<file path="src/rtl/uart_pkg.sv">
// Shared UART definitions, used by the rx and the planned tx.
//   - one-hot receiver state encoding
//   - parity mode codes (PAR_NONE, PAR_EVEN, PAR_ODD; code 3 also means none)
//   - default frame-format constants
//   - par_enabled(): true when the mode code selects even or odd parity
package uart_pkg;

  localparam int unsigned DEF_WIDTH_WORD    = 8;
  localparam int unsigned DEF_CANT_BIT_STOP = 2;
  localparam int unsigned DEF_OVERSAMPLE    = 16;

  typedef enum logic [1:0] {
    PAR_NONE     = 2'd0,
    PAR_EVEN     = 2'd1,
    PAR_ODD      = 2'd2,
    PAR_NONE_ALT = 2'd3
  } par_mode_e;

  typedef enum logic [5:0] {
    ST_IDLE    = 6'b000001,
    ST_START   = 6'b000010,
    ST_DATA    = 6'b000100,
    ST_PARITY  = 6'b001000,
    ST_STOP    = 6'b010000,
    ST_RECOVER = 6'b100000
  } rx_state_e;

  function automatic logic par_enabled(input logic [1:0] mode);
    return (mode == PAR_EVEN) || (mode == PAR_ODD);
  endfunction

endpackage

</file>
<file path="src/rtl/uart_rx_sampler.sv">
// Line front end for the UART receiver.
//   clk, rst   : system clock, asynchronous active-high reset
//   rate       : oversample tick strobe
//   bit_rx     : raw asynchronous serial line
//   line_sync  : line after a 2-flop synchroniser (resets to idle/1)
//   vote       : majority of the current synchronised sample and the
//                samples taken on the two previous ticks
module uart_rx_sampler (
  input  logic clk,
  input  logic rst,
  input  logic rate,
  input  logic bit_rx,
  output logic line_sync,
  output logic vote
);

  logic       sync1_q, sync1_d;
  logic       sync2_q, sync2_d;
  logic [1:0] hist_q, hist_d;

  always_comb begin
    sync1_d = bit_rx;
    sync2_d = sync1_q;
    hist_d  = hist_q;
    if (rate) begin
      hist_d = {hist_q[0], sync2_q};
    end
  end

  always_ff @(posedge clk or posedge rst) begin
    if (rst) begin
      sync1_q <= 1'b1;
      sync2_q <= 1'b1;
      hist_q  <= '1;
    end else begin
      sync1_q <= sync1_d;
      sync2_q <= sync2_d;
      hist_q  <= hist_d;
    end
  end

  // On the decision tick hist_q holds the two preceding ticks' samples.
  assign line_sync = sync2_q;
  assign vote      = (sync2_q & hist_q[0]) | (sync2_q & hist_q[1]) |
                     (hist_q[0] & hist_q[1]);

endmodule

</file>
<file path="src/rtl/uart_rx_param.sv">
// Parametrised oversampling UART receiver.
//   i_clock, i_reset : system clock, asynchronous active-high reset
//   i_rate           : one-cycle strobe at OVERSAMPLE x baud
//   i_bit_rx         : asynchronous serial line, idles high
//   i_parity_mode    : 0/3 none, 1 even, 2 odd (latched per frame)
//   o_rx_done        : one-cycle pulse per completed frame
//   o_data_out       : last received word
//   o_parity_err     : parity error of the last frame
//   o_frame_err      : framing error of the last frame
//   o_break          : one-cycle pulse on a break condition
module uart_rx_param
  import uart_pkg::*;
#(
  parameter int unsigned WIDTH_WORD    = DEF_WIDTH_WORD,
  parameter int unsigned CANT_BIT_STOP = DEF_CANT_BIT_STOP,
  parameter int unsigned OVERSAMPLE    = DEF_OVERSAMPLE
) (
  input  logic                  i_clock,
  input  logic                  i_reset,
  input  logic                  i_rate,
  input  logic                  i_bit_rx,
  input  logic [1:0]            i_parity_mode,
  output logic                  o_rx_done,
  output logic [WIDTH_WORD-1:0] o_data_out,
  output logic                  o_parity_err,
  output logic                  o_frame_err,
  output logic                  o_break
);

  localparam int unsigned TICK_W = $clog2(OVERSAMPLE);
  localparam int unsigned BIT_W  = $clog2(WIDTH_WORD + 1);
  localparam logic [TICK_W-1:0] DEC_TICK  = TICK_W'(OVERSAMPLE / 2 + 1);
  localparam logic [TICK_W-1:0] LAST_TICK = TICK_W'(OVERSAMPLE - 1);
  localparam logic [BIT_W-1:0]  LAST_CNT  = BIT_W'(WIDTH_WORD);
  localparam logic              LAST_STOP = 1'(CANT_BIT_STOP - 1);

  logic line_sync;
  logic vote;

  uart_rx_sampler u_sampler (
    .clk       (i_clock),
    .rst       (i_reset),
    .rate      (i_rate),
    .bit_rx    (i_bit_rx),
    .line_sync (line_sync),
    .vote      (vote)
  );

  rx_state_e             state_q, state_d;
  logic [TICK_W-1:0]     tick_q, tick_d;
  logic [TICK_W-1:0]     rec_cnt_q, rec_cnt_d;
  logic [BIT_W-1:0]      bit_cnt_q, bit_cnt_d;
  logic                  stop_idx_q, stop_idx_d;
  logic [WIDTH_WORD-1:0] shift_q, shift_d;
  logic [1:0]            par_mode_q, par_mode_d;
  logic                  par_bit_q, par_bit_d;
  logic                  par_err_q, par_err_d;
  logic                  done_q, done_d;
  logic [WIDTH_WORD-1:0] data_out_q, data_out_d;
  logic                  perr_out_q, perr_out_d;
  logic                  ferr_out_q, ferr_out_d;
  logic                  brk_q, brk_d;

  logic              at_dec;
  logic              at_last;
  logic [TICK_W-1:0] tick_inc;
  logic              par_on;
  logic              par_expect;

  always_comb begin
    at_dec     = (tick_q == DEC_TICK);
    at_last    = (tick_q == LAST_TICK);
    tick_inc   = at_last ? '0 : tick_q + TICK_W'(1);
    par_on     = par_enabled(par_mode_q);
    par_expect = (^shift_q) ^ (par_mode_q == PAR_ODD);

    state_d    = state_q;
    tick_d     = tick_q;
    rec_cnt_d  = rec_cnt_q;
    bit_cnt_d  = bit_cnt_q;
    stop_idx_d = stop_idx_q;
    shift_d    = shift_q;
    par_mode_d = par_mode_q;
    par_bit_d  = par_bit_q;
    par_err_d  = par_err_q;
    done_d     = 1'b0;
    data_out_d = data_out_q;
    perr_out_d = perr_out_q;
    ferr_out_d = ferr_out_q;
    brk_d      = 1'b0;

    if (i_rate) begin
      unique case (state_q)
        ST_IDLE: begin
          if (!line_sync) begin
            state_d = ST_START;
            tick_d  = TICK_W'(1);
          end
        end

        ST_START: begin
          tick_d = tick_inc;
          if (at_dec) begin
            if (vote) begin
              state_d = ST_IDLE;
              tick_d  = '0;
            end else begin
              par_mode_d = i_parity_mode;
            end
          end else if (at_last) begin
            state_d   = ST_DATA;
            bit_cnt_d = '0;
            par_bit_d = 1'b0;
            par_err_d = 1'b0;
          end
        end

        ST_DATA: begin
          tick_d = tick_inc;
          if (at_dec) begin
            shift_d   = {vote, shift_q[WIDTH_WORD-1:1]};
            bit_cnt_d = bit_cnt_q + BIT_W'(1);
          end else if (at_last && (bit_cnt_q == LAST_CNT)) begin
            state_d    = par_on ? ST_PARITY : ST_STOP;
            stop_idx_d = 1'b0;
          end
        end

        ST_PARITY: begin
          tick_d = tick_inc;
          if (at_dec) begin
            par_bit_d = vote;
            par_err_d = (vote != par_expect);
          end else if (at_last) begin
            state_d = ST_STOP;
          end
        end

        ST_STOP: begin
          tick_d = tick_inc;
          if (at_dec) begin
            if (!vote) begin
              // Frame ends on the first bad stop bit; remaining stops skipped.
              done_d     = 1'b1;
              data_out_d = shift_q;
              perr_out_d = par_on & par_err_q;
              ferr_out_d = 1'b1;
              brk_d      = (shift_q == '0) && (!par_on || !par_bit_q);
              state_d    = ST_RECOVER;
              rec_cnt_d  = '0;
              tick_d     = '0;
            end else if (stop_idx_q == LAST_STOP) begin
              // Leaving mid-bit lets the next start edge arrive early.
              done_d     = 1'b1;
              data_out_d = shift_q;
              perr_out_d = par_on & par_err_q;
              ferr_out_d = 1'b0;
              state_d    = ST_IDLE;
              tick_d     = '0;
            end else begin
              stop_idx_d = 1'b1;
            end
          end
        end

        ST_RECOVER: begin
          if (!line_sync) begin
            rec_cnt_d = '0;
          end else if (rec_cnt_q == LAST_TICK) begin
            rec_cnt_d = '0;
            state_d   = ST_IDLE;
          end else begin
            rec_cnt_d = rec_cnt_q + TICK_W'(1);
          end
        end

        default: begin
          state_d = ST_IDLE;
          tick_d  = '0;
        end
      endcase
    end
  end

  always_ff @(posedge i_clock or posedge i_reset) begin
    if (i_reset) begin
      state_q    <= ST_IDLE;
      tick_q     <= '0;
      rec_cnt_q  <= '0;
      bit_cnt_q  <= '0;
      stop_idx_q <= 1'b0;
      shift_q    <= '0;
      par_mode_q <= '0;
      par_bit_q  <= 1'b0;
      par_err_q  <= 1'b0;
      done_q     <= 1'b0;
      data_out_q <= '0;
      perr_out_q <= 1'b0;
      ferr_out_q <= 1'b0;
      brk_q      <= 1'b0;
    end else begin
      state_q    <= state_d;
      tick_q     <= tick_d;
      rec_cnt_q  <= rec_cnt_d;
      bit_cnt_q  <= bit_cnt_d;
      stop_idx_q <= stop_idx_d;
      shift_q    <= shift_d;
      par_mode_q <= par_mode_d;
      par_bit_q  <= par_bit_d;
      par_err_q  <= par_err_d;
      done_q     <= done_d;
      data_out_q <= data_out_d;
      perr_out_q <= perr_out_d;
      ferr_out_q <= ferr_out_d;
      brk_q      <= brk_d;
    end
  end

  assign o_rx_done    = done_q;
  assign o_data_out   = data_out_q;
  assign o_parity_err = perr_out_q;
  assign o_frame_err  = ferr_out_q;
  assign o_break      = brk_q;

endmodule
</file>
<file path="config.mk">
export PLATFORM = sky130hd
export DESIGN_NAME = uart_rx_param
export DESIGN_NICKNAME = d
export VERILOG_FILES = /design/src/rtl/uart_pkg.sv /design/src/rtl/uart_rx_sampler.sv /design/src/rtl/uart_rx_param.sv
export SDC_FILE = /design/constraint.sdc
export NUM_CORES = 1
export LEC_CHECK = 0
export ABC_AREA = 1
export BUFFER_PORTS_ARGS = -buffer_cell sky130_fd_sc_hd__buf_2
export CORE_MARGIN = 2
export CORE_UTILIZATION = 60
export CTS_CLUSTER_DIAMETER = 30
export DETAILED_ROUTE_END_ITERATION = 10
export PLACE_DENSITY = 0.79
export RECOVER_POWER = 25
export SLEW_MARGIN = 20
export SYNTH_ARGS = -nofsm -noshare
export SYNTH_HDL_FRONTEND = slang
export SYNTH_HIERARCHICAL = 1
export SYNTH_SLANG_ARGS = --single-unit
</file>
<file path="constraint.sdc">
create_clock -name i_clock -period 1.73 [get_ports i_clock]
set_input_delay 0.2595 -clock i_clock [delete_from_list [all_inputs] [get_ports i_clock]]
set_output_delay 0.2595 -clock i_clock [all_outputs]
set_load 0.01 [all_outputs]
</file>
==> metrics.csv, run 1 <==
metric,value,unit
status,"complete, no violations",
number of placement rows,24,
"commonest non-fill, non-tap cells in the layout","nand2_1, inv_1, dfrtp_1",
unrepaired setup endpoints after global routing,true,
die outline area,5020,um^2
fraction of layout cells with a size suffix above 1,0.241,
category of the most critical setup path,reg2reg,
First-pass DRT Iterations,4,
fraction of synthesized cell area taken by the top area cell type,0.392,
initial core utilization,0.621,
"Non-Filler Cell Area, Final",3060,um^2
vias in the first global route,2013,
Max Clk Rate,611,MHz
Max VDD drop,833,uV
Avg Inst Size Synth,7.99,um^2
detailed-route DRC error count,0,
final critical-path required period,1.64,ns
number of max-cap violations,0,
worst rel slew slack,0.289,
final setup vio count,0,
TritonCTS clock tree,built,
Top Ports,18,
area of the core,4320,um^2
synthesis-stage register bit count,47,
maximum net fanout on the critical path,6,
static leakage,1.55,nW
Layout area overhead,13.8,%
Worst-path clk slew,0.09,ns
GRT Util Overall,0.221,
Unique masters post-synth,29,
summed instance area of the synthesized netlist,2680,um^2
final period utilization,0.946,
accumulated negative setup slack,0,ns
path class of the lowest-slack min-delay path,in2async,
H-tree levels,2,
cell accounting for the most synthesized area,dfrtp_1,
clock latency reported for the late side of the worst-skew pair,0.31,ns
vias post-DR,2258,
total count of hold-check failures in the final report,0,
final routed wirelength across all metal layers,5.49,mm
total clock buffers created by CTS,5,
Port-buffer cells,17,
root cell of the clock tree,clkbuf_8,
dpl hpwl,3.80,mm
instance count of the mapped netlist,336,
horizontal extent of the die,70.9,um
worst-margin pin slew,1.07,ns
vias per cell,5.36,
syn nets,352,
startpoint type of the worst setup path,flip-flop,
Final nets,384,
Die Ht,70.9,um
Final Instance Count excl. Fillers,421,
wire length per cell after detailed routing,13.0,um
power density normalized to cell area,1100,nW/um^2
placer congestion estimate,0.906,
sequential-to-total area share from yosys stat,0.441,
clock skew,0.00767,ns
arrival time worst endpoint,1.84,ns
total gr overflow,0,
cell total after placement,406,
count of antenna-violating nets left after detailed routing,0,
most common library cell in the layout ignoring fill and taps,nand2_1,
maximum number of pins on one net before global-route repair,44,
cell area reported after detailed placement,2830,um^2
warning count from the yosys run,6,
antenna fix cells,0,
Final Max Tran Viols,0,
wire length of the first global-routing pass,8.90,mm
"Req. time, crit path",1.93,ns
number of buffers on the longest clock path,2,
number of antenna violations at the first check in global routing,0,
CTS sink cnt,47,
number of violations reported at the end of detailed-routing iteration 0,191,
synth top area cells,"dfrtp_1, nand2_1, nand3_1, inv_1, dfstp_2",
critical path endpoint category,flip-flop,
==> kinds of logic (layout without fill, tap and decap cells) <==
family                     count (synthesis)  in the layout  synth area share
buffers and inverters                     49             82            0.0774
AOI/OAI and AO/OA                         45             45             0.107
DFF                                       47             47             0.441
and+or+nand+nor                          178            178             0.306
adders and majority gates                 10             10            0.0466
xor gates and xnor gates                   7              7            0.0228
==> where the power goes <==
| part | total, W | leakage (nW) | internal, W | switching [W] |
|---|---|---|---|---|
| Combinational | 0.00112 | 0.863 | 0.000409 | 0.000715 |
| Sequential | 0.00137 | 0.628 | 0.00123 | 0.000136 |
| Clock | 0.000867 | 0.0618 | 0.000476 | 0.000391 |
| Total | 0.00336 | 1.55 | 0.00212 | 0.00124 |
==> sequential cells by signal, indices dropped and copies added, names as in the netlist <==
| register | cells |
|---|---|
| stop_idx_q | 1 |
| o_frame_err | 1 |
| u_sampler/sync1_q | 1 |
| o_data_out | 8 |
| state_q | 6 |
| par_bit_q | 1 |
| tick_q | 4 |
| o_rx_done | 1 |
| bit_cnt_q | 4 |
| par_mode_q | 2 |
| u_sampler/line_sync | 1 |
| rec_cnt_q | 4 |
| shift_q | 8 |
| o_parity_err | 1 |
| par_err_q | 1 |
| u_sampler/hist_q | 2 |
| o_break | 1 |
==> final cells by class <==
class	instances	area, um^2
Clock inverter	2	38.8
Timing Repair Buffer	29	173
Multi-Input combinational cell	240	1340
Inverter	45	169
Fill cell	363	1270
Tap cell	52	65.1
Sequential cell	47	1180
Clock buffer	6	82.6
==> cell usage after synthesis <==
cell type  instances
inv_1             45
nor2_4             6
nor2_2             3
xor2_1             6
nor2_1            24
ha_1              10
buf_2              1
nand3_1           34
nand3b_1           1
nor4_1             1
dfstp_2            5
or2_4              1
dfrtp_1           42
nand4_1            3
nand3_2            1
a21oi_4            1
o21ai_1           15
o21ai_0           12
o21bai_1           1
nand2_1           95
a21boi_0           1
o21ai_2           12
xnor2_1            1
nand3_4            1
a21oi_1            3
buf_6              3
nor3_1             1
or2_2              2
nand2_2            5
==> metrics by stage <==
stage / setup slack [ns] / hold WS (ns) / power, W / utilization
final: 0.0940 / 0.0329 / 0.00336 / 0.707
after global routing: -0.0551 / 0.0351 / 0.00356 / 0.707
after CTS: 0.0545 / 0.0331 / 0.00323 / 0.683
after detailed placement: 0.0665 / 0.351 / 0.00235 / 0.655
after global placement: 0.114 / 0.346 / 0.00232 / 0.655
after floorplan: 0.169 / 0.215 / 0.00211 / -
==> final timing paths <==
check | start | to | slack (ns) | depth (start not counted)
setup / recovery | tick_q[0]$_DFFE_PP0P_ | state_q[1]$_DFFE_PP0P_ | 0.09 | 10
hold / removal | i_reset | u_sampler/line_sync$_DFF_PP1_ | 0.03 | 2
setup reg to reg | tick_q[0]$_DFFE_PP0P_ | state_q[1]$_DFFE_PP0P_ | 0.09 | 10
hold reg to reg | u_sampler/sync1_q$_DFF_PP1_ | u_sampler/line_sync$_DFF_PP1_ | 0.36 | 0
max in group asynchronous | i_reset | tick_q[0]$_DFFE_PP0P_ | 0.74 | 3
min in group i_clock | i_bit_rx | u_sampler/sync1_q$_DFF_PP1_ | 0.04 | 1
==> routing by layer <==
metal | wire, um | vias up | track usage
li1 | - | 1134 | -
met1 | 2490 | 1038 | 0.303
met2 | 2600 | 74 | 0.356
met3 | 276 | 12 | 0.0399
met4 | 119 | 0 | 0.0776
met5 | 0 | - | 0
==> repair_timing <==
action | in CTS | in global routing
hold buffers | 0 | 0
setup buffers | 0 | 7
endpoints found under the setup margin | 0 | 27
resized for setup | 0 | 20
==> critical path, stage by stage, from the launching register on <==
cell and delay [ns]:
dfrtp_2 0.42, ha_2 0.21, nand2_2 0.08, nor2_4 0.15, nand2_1 0.09, nand2_2 0.09
nand2_1 0.07, nor2_2 0.16, nand3_4 0.13, nand2_1 0.08, nand2_1 0.05
(Power assumes the default switching activity.)
==> run 2, diff against run 1 <==
--- a/config.mk
+++ b/config.mk
@@ -5,13 +5,12 @@
 export SDC_FILE = /design/constraint.sdc
 export NUM_CORES = 1
 export LEC_CHECK = 0
-export ABC_AREA = 1
 export BUFFER_PORTS_ARGS = -buffer_cell sky130_fd_sc_hd__buf_2
 export CORE_MARGIN = 2
-export CORE_UTILIZATION = 60
+export CORE_UTILIZATION = 61
 export CTS_CLUSTER_DIAMETER = 30
 export DETAILED_ROUTE_END_ITERATION = 10
-export PLACE_DENSITY = 0.79
+export PLACE_DENSITY = 0.81
 export RECOVER_POWER = 25
 export SLEW_MARGIN = 20
 export SYNTH_ARGS = -nofsm -noshare
==> constraint.sdc (replaced) <==
create_clock -name i_clock -period 2.1 [get_ports i_clock]
set_input_delay 0.315 -clock i_clock [delete_from_list [all_inputs] [get_ports i_clock]]
set_output_delay 0.315 -clock i_clock [all_outputs]
set_load 0.01 [all_outputs]
==> metrics.csv, run 2 <==
metric,value,unit
FF-to-FF Start,state_q[4]$_DFFE_PP0P_,
total count of hold-check failures in the final report,0,
vias post-DR,2022,
path class of the lowest-slack min-delay path,in2async,
number of antenna violations at the first check in global routing,0,
area of the core,3970,um^2
number of placement rows,23,
Final nets,311,
fraction of layout cells with a size suffix above 1,0.280,
final critical-path required period,2.04,ns
post-layout worst setup margin,0.0604,ns
summed instance area of the synthesized netlist,2500,um^2
category of the most critical setup path,reg2reg,
die outline area,4620,um^2
critical path endpoint category,flip-flop,
TritonCTS clock tree,built,
sequential-to-total area share from yosys stat,0.473,
critical path launch point,state_q[4]$_DFFE_PP0P_,
number of enable-type register cells in the synthesized netlist,0,
antenna fix cells,0,
total gr overflow,0,
library cell with the highest instance count after synthesis,dfrtp_1,
r2r setup slk,0.06,ns
maximum net fanout on the critical path,6,
most frequently used flop master after synthesis,dfrtp_1,
worst-margin pin slew,1.03,ns
syn nets,273,
vias per cell,5.84,
complex-gate fraction of the synthesized area,0.182,
count of antenna-violating nets left after detailed routing,0,
warning count from the yosys run,6,
Max Clk Rate,490,MHz
CP Capture Point,state_q[3]$_DFFE_PP0P_,
maximum number of pins on one net before global-route repair,44,
CTS sink cnt,47,
reg2reg end,state_q[3]$_DFFE_PP0P_,
Unique masters post-synth,53,
Top Ports,18,
Sequential Power Share,0.455,
accumulated negative setup slack,0,ns
Avg Inst Size Synth,9.72,um^2
worst rel slew slack,0.314,
fraction of power spent switching nets,0.308,
"commonest non-fill, non-tap cells in the layout","dfrtp_1, nand2_1, buf_4",
hold bufs inserted after CTS,0,
synth top area cells,"dfrtp_1, dfstp_2, nand2_1, ha_1, o21ai_1",
mux cell area share after synthesis,0.0361,
unrepaired setup endpoints after global routing,true,
detailed-route DRC error count,0,
main combinational cell family by area after synthesis,compound AO/OA/AOI/OAI gates,
root cell of the clock tree,clkbuf_8,
fraction of synthesized cell area taken by the top area cell type,0.421,
Layout area overhead,18.7,%
async set or reset register ratio after synthesis,1.00,
synthesis-stage register bit count,47,
P_sw,0.000700,W
H-tree levels,2,
share of power burned in the clock network,0.294,
vias in the first global route,1962,
"post-synthesis share of cell area spent on and, or, nand and nor gates",0.166,
Worst-path clk slew,0.09,ns
clock skew,0.0124,ns
instance count of the mapped netlist,257,
final period utilization,0.971,
placer congestion estimate,0.857,
total power of the final layout,0.00227,W
Final Max Tran Viols,0,
Internal Dissipation,0.00157,W
Port-buffer cells,17,
total clock buffers created by CTS,5,
number of violations reported at the end of detailed-routing iteration 0,170,
dpl hpwl,3.70,mm
number of max-cap violations,0,
adder-cell area share of the yosys netlist,0.0546,
final setup vio count,0,
final cell utilization of the core,0.747,
arrival time worst endpoint,2.23,ns
most common library cell in the layout ignoring fill and taps,dfrtp_1,
wire length per cell after detailed routing,15.8,um
number of buffers on the longest clock path,2,
horizontal extent of the die,68.0,um
Max VDD drop,596,uV
minimum setup slack after placement,0.00940,ns
startpoint type of the worst setup path,flip-flop,
GRT Util Overall,0.259,
Worst R2R Path Depth,5,
cell accounting for the most synthesized area,dfrtp_1,
clock latency reported for the late side of the worst-skew pair,0.30,ns
combinational share of power,0.250,
final routed wirelength across all metal layers,5.47,mm
power density normalized to cell area,766,nW/um^2
static leakage,1.33,nW
"Req. time, crit path",2.29,ns
status,"complete, no violations",
Die Ht,68.0,um
leading cell types by count after synthesis,"dfrtp_1, nand2_1, inv_1, o21ai_1, o21ai_0",
Post-Synth XOR/XNOR Area,0.0245,
wire length of the first global-routing pass,8.93,mm
First-pass DRT Iterations,4,
initial core utilization,0.629,
-- run 2: changes by cell type in the layout (fill, tap and decap cells not counted), moves of 5 or more --
cell and delta:
nand2_1 -56, nor2_4 -7, o21ai_2 -11, buf_4 +16, inv_1 -19, nor2_1 -14, nand2_2 -10, a32o_1 +5
o21ai_1 +5, nor2_2 -5, nand3_1 -28
-- run 2: logic make-up (layout without fill, tap and decap cells) --
family	count (synthesis)	after routing
and+or+nand+nor	79	79
AOI/OAI and AO/OA	70	70
DFF	47	47
buffers and inverters	36	75
adders and majority gates	11	11
xor gates and xnor gates	7	7
muxes	7	7
-- run 2: power groups by stage --
| stage | logic (W) | clock network (W) | registers, W |
|---|---|---|---|
| detailed placement | 0.000458 | 0 | 0.00105 |
| floorplan | 0.000391 | 0 | 0.00103 |
| CTS | 0.000464 | 0.000683 | 0.00103 |
| finish | 0.000569 | 0.000668 | 0.00103 |
| global placement | 0.000453 | 0 | 0.00104 |
| global route | 0.000616 | 0.000726 | 0.00104 |
-- run 2: worst min path at each step --
stage / startpoint / to / slack [ns] / cells after the start
after detailed placement: u_sampler/sync1_q$_DFF_PP1_ / u_sampler/line_sync$_DFF_PP1_ / 0.35 / 0
after CTS: i_reset / u_sampler/hist_q[0]$_DFFE_PP1P_ / 0.09 / 2
after global placement: u_sampler/sync1_q$_DFF_PP1_ / u_sampler/line_sync$_DFF_PP1_ / 0.35 / 0
final: i_reset / u_sampler/hist_q[0]$_DFFE_PP1P_ / 0.08 / 2
after global routing: i_bit_rx / u_sampler/sync1_q$_DFF_PP1_ / 0.1 / 1
after floorplan: i_reset / u_sampler/hist_q[0]$_DFFE_PP1P_ / 0.27 / 1
-- run 2: metrics by stage --
step | instance area [um^2] | hold WS (ns) | std cells
final | 2970 | 0.0776 | 346
after global routing | 2970 | 0.0956 | 346
after CTS | 2870 | 0.0920 | 341
after detailed placement | 2750 | 0.348 | 333
after global placement | 2750 | 0.346 | 333
after floorplan | 2500 | 0.270 | 257
-- run 2: metal layers --
layer	track usage	vias to the layer above	routed length, um
met5	0	-	0
met4	0.115	0	94
met3	0.0477	8	235
met2	0.421	46	2680
met1	0.336	969	2450
li1	-	999	-
-- run 2: cell type report --
class	instances	area [um^2]
inverter	22	82.6
sequential	47	1180
fill	279	1010
tap	50	62.6
clock buffer	5	68.8
timing repair buffer	45	292
clock inverter	3	43.8
multi-input combinational	174	1230
-- run 2: worst max-delay path, stage by stage (launching register included) --
cell and delay, ns:
dfrtp_2 0.43, or4_4 0.60, a2111oi_4 0.28, a211oi_1 0.08, and3_4 0.23, mux2_4 0.30
-- run 2: repair_timing --
item,4_1_cts,5_1_grt
endpoints found under the setup margin,3,8
resized for setup,2,14
pin swaps,0,3
buffers inserted,0,5
